<file path="src/rtl/mc_ecc_fi_ctrl.sv">
// ECC fault-injection controller.
// Loads an XOR pattern into the write-path fault-injection datapath only while
// the write path is quiet. It counts the injections that writes consume, inserts
// clean-write gaps between injections, and clears the datapath when a job is
// aborted with an injection still armed.
//
//  state   | meaning
//  --------+---------------------------------------------------------------
//  IDLE    | no job; cfg_ready high, accepts a new job
//  ARM     | waiting for a quiet write path to load pattern (one-cycle strobe)
//  WAIT_WR | pattern loaded; waiting for the write that consumes it
//  GAP     | counting clean writes before re-arming
//  CLEAR   | abort with pattern loaded; zero the datapath once quiet
module mc_ecc_fi_ctrl #(
    parameter int DQ_WIDTH  = 72,
    parameter int DQS_WIDTH = 9,
    parameter int CNT_WIDTH = 16
) (
    input  logic                 clk,
    input  logic                 rst,
    input  logic                 cfg_valid,
    output logic                 cfg_ready,
    input  logic [DQ_WIDTH-1:0]  cfg_pattern,
    input  logic [DQS_WIDTH-1:0] cfg_byte_en,
    input  logic [CNT_WIDTH-1:0] cfg_count,
    input  logic [CNT_WIDTH-1:0] cfg_gap,
    input  logic                 abort,
    input  logic                 wrdata_en,
    output logic [DQS_WIDTH-1:0] fi_xor_we,
    output logic [DQ_WIDTH-1:0]  fi_xor_wrdata,
    output logic                 busy,
    output logic                 done,
    output logic [CNT_WIDTH-1:0] inj_cnt
);

    typedef enum logic [2:0] {
        IDLE    = 3'd0,
        ARM     = 3'd1,
        WAIT_WR = 3'd2,
        GAP     = 3'd3,
        CLEAR   = 3'd4
    } state_t;

    state_t               state;
    state_t               state_nxt;

    logic                 wd1;
    logic                 wd2;
    logic                 quiet;

    logic [DQ_WIDTH-1:0]  pat_q;
    logic [DQS_WIDTH-1:0] ben_q;
    logic [CNT_WIDTH-1:0] cnt_q;
    logic [CNT_WIDTH-1:0] gap_q;

    logic [CNT_WIDTH-1:0] gap_cnt;
    logic [CNT_WIDTH-1:0] gap_cnt_nxt;
    logic [CNT_WIDTH-1:0] gap_plus1;

    logic [CNT_WIDTH-1:0] inj_cnt_q;
    logic [CNT_WIDTH-1:0] inj_cnt_nxt;
    logic [CNT_WIDTH-1:0] inj_sat_inc;
    logic [CNT_WIDTH:0]   inj_plus1;
    logic                 last_inj;

    logic                 busy_q;
    logic                 done_q;
    logic                 done_nxt;
    logic                 accept;

    // The datapath is still applying a previous write for two cycles after
    // wrdata_en; it may only be reloaded when none of the three is active.
    assign quiet = ~wrdata_en & ~wd1 & ~wd2;

    assign accept      = cfg_valid & (state == IDLE);
    assign gap_plus1   = gap_cnt + {{(CNT_WIDTH-1){1'b0}}, 1'b1};
    assign inj_sat_inc = (inj_cnt_q == {CNT_WIDTH{1'b1}}) ? inj_cnt_q
                       : inj_cnt_q + {{(CNT_WIDTH-1){1'b1 & 1'b0}}, 1'b1};
    // Extra bit keeps the "last injection" compare honest once inj_cnt saturates.
    assign inj_plus1   = {1'b0, inj_cnt_q} + {{CNT_WIDTH{1'b0}}, 1'b1};
    assign last_inj    = (cnt_q != '0) && (inj_plus1 == {1'b0, cnt_q});

    assign busy    = busy_q;
    assign done    = done_q;
    assign inj_cnt = inj_cnt_q;

    // Next-state decode and datapath strobe generation.
    always_comb begin
        state_nxt     = state;
        gap_cnt_nxt   = gap_cnt;
        inj_cnt_nxt   = inj_cnt_q;
        done_nxt      = 1'b0;
        cfg_ready     = 1'b0;
        fi_xor_we     = '0;
        fi_xor_wrdata = '0;
        case (state)
            IDLE: begin
                cfg_ready = 1'b1;
                if (cfg_valid) begin
                    state_nxt   = ARM;
                    inj_cnt_nxt = '0;
                end
            end
            ARM: begin
                if (abort) begin
                    state_nxt = IDLE;
                    done_nxt  = 1'b1;
                end else if (quiet) begin
                    fi_xor_we     = ben_q;
                    fi_xor_wrdata = pat_q;
                    state_nxt     = WAIT_WR;
                end
            end
            WAIT_WR: begin
                if (wrdata_en) begin
                    // The consuming write also clears the datapath, so an abort
                    // landing on this cycle needs no CLEAR pass.
                    inj_cnt_nxt = inj_sat_inc;
                    if (abort || last_inj) begin
                        state_nxt = IDLE;
                        done_nxt  = 1'b1;
                    end else if (gap_q == '0) begin
                        state_nxt = ARM;
                    end else begin
                        state_nxt   = GAP;
                        gap_cnt_nxt = '0;
                    end
                end else if (abort) begin
                    state_nxt = CLEAR;
                end
            end
            GAP: begin
                if (abort) begin
                    state_nxt = IDLE;
                    done_nxt  = 1'b1;
                end else if (wrdata_en) begin
                    gap_cnt_nxt = gap_plus1;
                    if (gap_plus1 == gap_q) begin
                        state_nxt = ARM;
                    end
                end
            end
            CLEAR: begin
                if (quiet) begin
                    fi_xor_we = '1;
                    state_nxt = IDLE;
                    done_nxt  = 1'b1;
                end
            end
            default: begin
                state_nxt = IDLE;
            end
        endcase
    end

    // State, counters, write-enable history and latched job configuration.
    always_ff @(posedge clk) begin
        if (!rst) begin
            state     <= IDLE;
            wd1       <= 1'b0;
            wd2       <= 1'b0;
            pat_q     <= '0;
            ben_q     <= '0;
            cnt_q     <= '0;
            gap_q     <= '0;
            gap_cnt   <= '0;
            inj_cnt_q <= '0;
            busy_q    <= 1'b0;
            done_q    <= 1'b0;
        end else begin
            state     <= state_nxt;
            wd1       <= wrdata_en;
            wd2       <= wd1;
            gap_cnt   <= gap_cnt_nxt;
            inj_cnt_q <= inj_cnt_nxt;
            busy_q    <= (state_nxt != IDLE);
            done_q    <= done_nxt;
            if (accept) begin
                pat_q <= cfg_pattern;
                ben_q <= cfg_byte_en;
                cnt_q <= cfg_count;
                gap_q <= cfg_gap;
            end
        end
    end

endmodule

</file>
<file path="config.mk">
export PLATFORM = sky130hd
export DESIGN_NAME = mc_ecc_fi_ctrl
export DESIGN_NICKNAME = d
export VERILOG_FILES = /design/src/rtl/mc_ecc_fi_ctrl.sv
export SDC_FILE = /design/constraint.sdc
export NUM_CORES = 1
export LEC_CHECK = 0
export ABC_AREA = 1
export BUFFER_PORTS_ARGS = -buffer_cell sky130_fd_sc_hd__buf_2
export CORE_ASPECT_RATIO = 1.2
export CORE_MARGIN = 2
export CORE_UTILIZATION = 40
export DETAILED_ROUTE_END_ITERATION = 10
export PLACE_DENSITY = 0.63
export SETUP_SLACK_MARGIN = 0.4
export SLEW_MARGIN = 0
export SYNTH_ARGS = -nofsm -noshare
export SYNTH_HDL_FRONTEND = slang
export SYNTH_SLANG_ARGS = --single-unit
</file>
<file path="constraint.sdc">
create_clock -name clk -period 4.91 [get_ports clk]
set_input_delay 0.491 -clock clk [delete_from_list [all_inputs] [get_ports clk]]
set_output_delay 0.491 -clock clk [all_outputs]
set_load 0.05 [all_outputs]
</file>
==> reports/qor.csv, run 1 <==
stage;metric;value;unit
yosys;yosysTopAreaCell;dfxtp_1;
worst_setup_path;slowest_delay;0.45;ns
outcome;status;finished, final reports clean;
yosys;syn_inst;1132;
power;powerDensity;324;nW/µm²
floorplan;start_util;40.7;%
yosys;synth-edff-count;0;
cts;cts_buffers;17;
yosys;ys_types;33;
cts;cts_hold_buf;0;
yosys;async_flop_share;0;%
routing;drtPass1Iterations;6;
grt;track_usage;21.2;%
yosys;syn_nets;1252;
sta;finalSetupTns;0;ns
min_path;min_path_type;input port to flip-flop;
cts;tritoncts;done;
yosys;synth-seq-cells;152;
floorplan;dieArea;19600;µm²
placed_design;hpwl;15000;µm
layout;utilization;50.4;%
yosys;synth_warnings;0;
sta;timing.final.crit_share;57.8;%
worst_setup_path;crit_required;4.42;ns
yosys;netlist_top_cells_count;nand2_1 (197), inv_1 (164), dfxtp_1 (152), nor2_1 (152), a21oi_1 (144);
routing;drtIter0Drc;367;
layout;nets;1439;
layout;fillerInstances;1906;
grt;grt_pass1_vias;6865;
sta;max_slew_margin;36.7;%
grt;grt_pass1_wl;33600;µm
layout;drive_gt1_share;21.3;%
power;ir_drop;238;µV
worst_setup_path;endpoint_kind;output pin;
job;cap_violations;0;
floorplan;pin_count;218;
power;p_sw;0.861;mW
routing;vias;7562;
sta;fmax;353;MHz
cts;clock-root-buffer;clkbuf_16;
worst_setup_path;crit_type;flip-flop to output pin;
yosys;synth.most_common_cell;nand2_1;
placed_design;placed_cell_area;8600;µm²
yosys;seq_area_frac_synth;41.1;%
sta;fin_skew;0.00768;ns
floorplan;chipWidth;128;µm
cts;cts.sinks;152;
power;switching_share;29.0;%
yosys;avgSynthCellArea;6.54;µm²
layout;area.growth.synth_to_final;23.8;%
routing;postRouteAntennaNets;0;
floorplan;num_rows;54;
cts;cts_resized;0;
cts;clk_pin_slew;0.06;ns
cts;cts.htree.levels;4;
routing;avgViaCountPerCell;4.85;
grt;antenna_found_initial;5;
power;sequentialPowerShare;45.6;%
sta;period_minus_slack;2.84;ns
grt;grt.overflow.total;0;
sta;finalHoldViolations;0;
power;intPower;2.11;mW
sta;rsz0062_at_grt;false;
yosys;synth_top_flop_cell;dfxtp_1;
worst_setup_path;crit_chain;nor3_1, nand4_1, buf_4, nor2_1, buf_2;
worst_setup_path;start_kind;flip-flop;
sta;slew_violations;0;
routing;drc_errors;0;
sta;fin_ws;2.07;ns
worst_setup_path;critPathBufInv;2;
sta;worst_pin_slew;0.949;ns
placed_design;dpl_worst_slack;2.25;ns
worst_setup_path;crit_arrival;2.34;ns
power;power_frac_comb;11.7;%
floorplan;die_h;153;µm
cts;clockBufferDepth;2;
routing;wl_per_cell;13.4;µm
worst_setup_path;crit_slowest_cell;nor3_1;
power;p_leak;4.27;nW
cts;post_cts_buffers;0;
placed_design;gp_congestion;0.899;
sta;setup_viol;0;
routing;drt-total-wl;20800;µm
cts;clock_latency;0.42;ns
grt;grt_max_degree;113;
power;pwr-share-clk;42.7;%
yosys;synth_area;7410;µm²
worst_setup_path;cpLargestDelayFamily;simple AND/OR/NAND/NOR gates;
layout;design_area;9170;µm²
yosys;synth_top_area_share;41.1;%
yosys;synth.area.top_cells;dfxtp_1 (41%), nand2_1 (10%), a21oi_1 (9.7%), o21ai_0 (8.6%), inv_1 (8.3%);
placed_design;numPortBuffers;217;
floorplan;coreArea;18200;µm²
worst_setup_path;path_max_fanout;82;
## cell usage in the layout, fill, tap and decap left out
master      instances
nor4_1              5
nand3b_1            1
a31oi_1             1
nor3_1              7
diode_2             4
inv_6               7
nor4_2              1
or2_2               1
a21oi_1           144
inv_8               3
nor2_2              3
ha_1                2
nand3_1            66
clkinvlp_4          1
clkinv_4            3
a22oi_1             2
inv_1             164
dfxtp_1           152
inv_2               8
nand4_1            17
a211oi_1            1
xnor2_1             2
xor2_1              4
o21ai_1             3
clkinv_1            1
a32o_1              1
nand3_2             1
nand2_2             4
buf_2             216
a21oi_2             5
nor2_1            152
o21ai_0           127
buf_4               6
nor2_4              3
clkinv_2            1
clkbuf_16          17
nand2_4             4
nand2_1           196
## cell type report
| cell class | count | area (µm²) | share of cell area (%) |
|---|---|---|---|
| multi-input combinational | 753 | 3500 | 38.2 |
| clock buffer | 17 | 425 | 4.64 |
| inverter | 173 | 649 | 7.08 |
| timing repair buffer | 222 | 1130 | 12.3 |
| antenna | 4 | 10.0 | 0.109 |
| tap | 224 | 280 | 3.06 |
| clock inverter | 15 | 134 | 1.46 |
| sequential | 152 | 3040 | 33.2 |
## metal layers
layer | part of all wire (%) | vias up | global-route usage, %
met5 | 0.062 | - | 0
met3 | 6.8 | 28 | 6.37
met4 | 1.7 | 2 | 7.06
met2 | 48 | 193 | 35.0
met1 | 44 | 3342 | 26.2
li1 | - | 3997 | -
## registers in the layout, summed over array words and instances (netlist names)
register,flops
done,1
gap_q,16
state,3
wd2,1
gap_cnt,16
wd1,1
inj_cnt,16
busy,1
ben_q,9
pat_q,72
cnt_q,16
## cells by family (layout without fill, tap and decap cells)
kind of cell               count (synthesis)  after routing  synth area share, %
adders and majority gates                  2              2                0.338
DFF                                      152            152                 41.1
buffers and inverters                    227            427                 11.8
and+or+nand+nor                          461            461                 26.5
xor gates and xnor gates                   6              6                0.710
other                                      0              4                    0
AOI/OAI and AO/OA                        284            284                 19.6
## path summary, 6_finish.rpt
| path | start | end | slack (ns) | depth (start not counted) |
|---|---|---|---|---|
| worst max-delay path | wd1 | fi_xor_wrdata[58] | 2.07 | 5 |
| worst min-delay path | wrdata_en | wd1 | 0.33 | 3 |
| worst max register to register | state[1] | gap_q[5] | 2.37 | 7 |
| worst min register to register | wd1 | wd2 | 0.44 | 2 |
## metrics by stage
stage	power, mW	std cells	hold slack, ns
finish	2.97	1560	0.327
global route	3.12	1560	0.324
CTS	3.00	1556	0.315
detailed placement	1.73	1524	0.430
global placement	1.73	1524	0.433
floorplan	1.62	1132	0.408
## tightest hold or removal path: stages
cell     delay (ns)
buf_2          0.13
nand2_1        0.06
inv_1          0.04
## power groups by stage
stage | clock network, mW | registers [mW] | logic, mW
4_1_cts | 1.30 | 1.35 | 0.349
3_3_place_gp | 0 | 1.38 | 0.344
2_1_floorplan | 0 | 1.38 | 0.239
6_report | 1.27 | 1.35 | 0.347
5_1_grt | 1.36 | 1.36 | 0.398
3_5_place_dp | 0 | 1.38 | 0.348
No activity file was read; power rests on OpenSTA's default activity.
==> run 2: changes to the inputs <==
Clock period 4.91 ns to 2.68 ns, I/O delays scaled along.
==> run 2 against run 1 <==
Against the previous run:
- global-route usage up 1.0 points
- final cell count up 0.96%
- worst setup slack lost 1.6 ns
- first-iteration DRC count increased by 36%
- count of clock-buffer cells in the layout rose by 3
- clock power rose by 93%
- clock skew increased by 0.0053 ns
- critical path depth grew 2
==> reports/qor.csv, run 2 (synthesis gave the netlist of run 1 again) <==
stage;metric;value;unit;change
worst_setup_path;endpoint_kind;output pin;;
floorplan;start_util;40.7;%;unchanged
floorplan;coreArea;18200;µm²;unchanged
worst_setup_path;crit_end;fi_xor_we[7];;
routing;drtPass1Iterations;5;;-1
grt;antenna_found_initial;1;;-4
sta;period_minus_slack;2.18;ns;
power;switching_share;27.1;%;-1.9 points
min_path;min_path_type;input port to flip-flop;;
grt;grt.met2_usage;36.7;%;+1.7 points
grt;track_usage;22.2;%;+1.0 points
sta;timing.final.crit_share;81.4;%;
grt;grt_max_degree;126;;+12%
floorplan;num_rows;54;;unchanged
grt;grt_pass1_wl;34900;µm;+4.0%
routing;avgViaCountPerCell;4.90;;+1.2%
placed_design;numPortBuffers;217;;unchanged
sta;fin_skew;0.0130;ns;+0.00531 ns
worst_setup_path;reg2regPathDepth;9;;+2
layout;multi_input_area;3710;µm²;+6.0%
power;p_leak;4.41;nW;+3.2%
routing;drtIter0Drc;499;;+36%
grt;grt.overflow.total;0;;unchanged
layout;nets;1458;;+1.3%
worst_setup_path;crit_required;2.41;ns;-2.01 ns
routing;vias;7723;;+2.1%
worst_setup_path;start_kind;flip-flop;;
sta;setup_viol;0;;unchanged
power;powerDensity;581;nW/µm²;+79%
sta;holdWs;0.121;ns;-0.206 ns
worst_setup_path;r2r-start;gap_q[0];;
outcome;status;finished, final reports clean;;
sta;max_slew_margin;64.4;%;+28 points
layout;final_cells;1575;;+0.96%
layout;largest_reg_flops;72;;unchanged
layout;drive_gt1_share;25.1;%;+3.8 points
placed_design;hpwl;15400;µm;+2.9%
grt;grt_pass1_vias;7096;;+3.4%
sta;worst_pin_slew;0.529;ns;-0.419 ns
routing;drc_errors;0;;unchanged
sta;finalSetupTns;0;ns;unchanged
power;intPower;4.09;mW;+94%
worst_setup_path;crit_type;flip-flop to output pin;;
layout;area.growth.synth_to_final;30.4;%;
layout;register_area;3070;µm²;+0.78%
routing;postRouteAntennaNets;0;;unchanged
routing;wl_per_cell;14.2;µm;+6.0%
power;p_sw;1.52;mW;+76%
power;power;5.61;mW;+89%
worst_setup_path;r2r-end;gap_cnt[6];;
sta;slew_violations;0;;unchanged
power;ir_drop;438;µV;+84%
placed_design;gp_congestion;0.940;;+4.6%
worst_setup_path;path_max_fanout;41;;-50%
grt;use_met3;6.02;%;-0.35 points
cts;clockBufferDepth;2;;unchanged
cts;clock-root-buffer;clkbuf_16;;
placed_design;dp.cells;1532;;+0.52%
floorplan;chipWidth;128;µm;unchanged
grt;grt-busiest-layer;met2;;
floorplan;dieArea;19600;µm²;unchanged
cts;cts_buffers;17;;unchanged
worst_setup_path;worstSetupStartpoint;state[0];;
sta;rsz0062_at_grt;true;;
layout;layout_commonest_cell;buf_2;;
power;power_frac_comb;12.1;%;+0.4 points
floorplan;pin_count;218;;unchanged
cts;clock_latency;0.42;ns;about the same
cts;clk_pin_slew;0.06;ns;about the same
power;pwr-share-clk;43.6;%;+0.9 points
worst_setup_path;rrSetupSlack;0.51;ns;-1.86 ns
layout;antenna_cells;0;;-4
grt;use_met1;27.8;%;+1.6 points
cts;tritoncts;done;;
job;cap_violations;0;;unchanged
layout;top_register;pat_q;;
floorplan;die_h;153;µm;unchanged
layout;final_cell_mix;buf_2 (206), nand2_1 (191), inv_1 (163);;
sta;finalHoldViolations;0;;unchanged
cts;cts.htree.levels;4;;unchanged
min_path;hold_start;cfg_count[0];;
sta;fmax;459;MHz;
layout;fillerInstances;1834;;-3.8%
power;sequentialPowerShare;44.3;%;-1.3 points
routing;drt-total-wl;22300;µm;+7.1%
worst_setup_path;crit_arrival;1.91;ns;-0.43 ns
cts;cts.sinks;152;;unchanged
-- run 2: worst min path at each step --
stage                          end  slack [ns]  depth (start not counted)
after floorplan                wd1        0.36                          2
after global placement         wd2        0.42                          2
after detailed placement       wd2        0.42                          2
after CTS                 cnt_q[0]        0.10                          3
after global routing      cnt_q[0]        0.10                          3
final                     cnt_q[0]        0.12                          3
-- run 2: critical path: stages, from the launching register on --
cell and delay (ns):
dfxtp_2 0.38, inv_2 0.05, nor2_1 0.15, nand4_1 0.11
buf_4 0.19, buf_8 0.18, o21ai_0 0.19, buf_4 0.23
-- run 2: final cells by class --
cell class | instances | area share (%)
multi-input combinational | 757 | 38.4
sequential | 152 | 31.8
timing repair buffer | 237 | 14.0
inverter | 173 | 6.75
clock buffer | 20 | 4.73
tap | 224 | 2.90
clock inverter | 12 | 1.43
-- run 2: power groups by stage --
stage,Clock (mW),Sequential (mW),Combinational (mW)
2_1_floorplan,0,2.53,0.438
3_3_place_gp,0,2.53,0.649
3_5_place_dp,0,2.54,0.656
4_1_cts,2.50,2.48,0.663
5_1_grt,2.60,2.50,0.770
6_report,2.45,2.48,0.676
-- run 2: stage by stage --
| stage | area (µm²) | util (%) | worst slack, ns |
|---|---|---|---|
| final | 9660 | 53.1 | 0.499 |
| after global routing | 9660 | 53.1 | 0.345 |
| after CTS | 9390 | 51.7 | 0.401 |
| after detailed placement | 8700 | 47.9 | 0.293 |
| after global placement | 8700 | 47.9 | 0.339 |
| after floorplan | 7410 | - | 0.0761 |
-- run 2: what timing repair did --
action                     4_1_cts  5_1_grt
setup buffers                    0        6
setup endpoints to repair       97      108
cloned                           2        3
pin swaps                        0        7
resized for setup               17       51
hold buffers                     0        0
-- run 2: metal layers --
metal,wire length (µm),vias up
met1,9770,3405
met5,13,-
met2,10600,232
li1,-,4043
met4,553,2
met3,1370,41
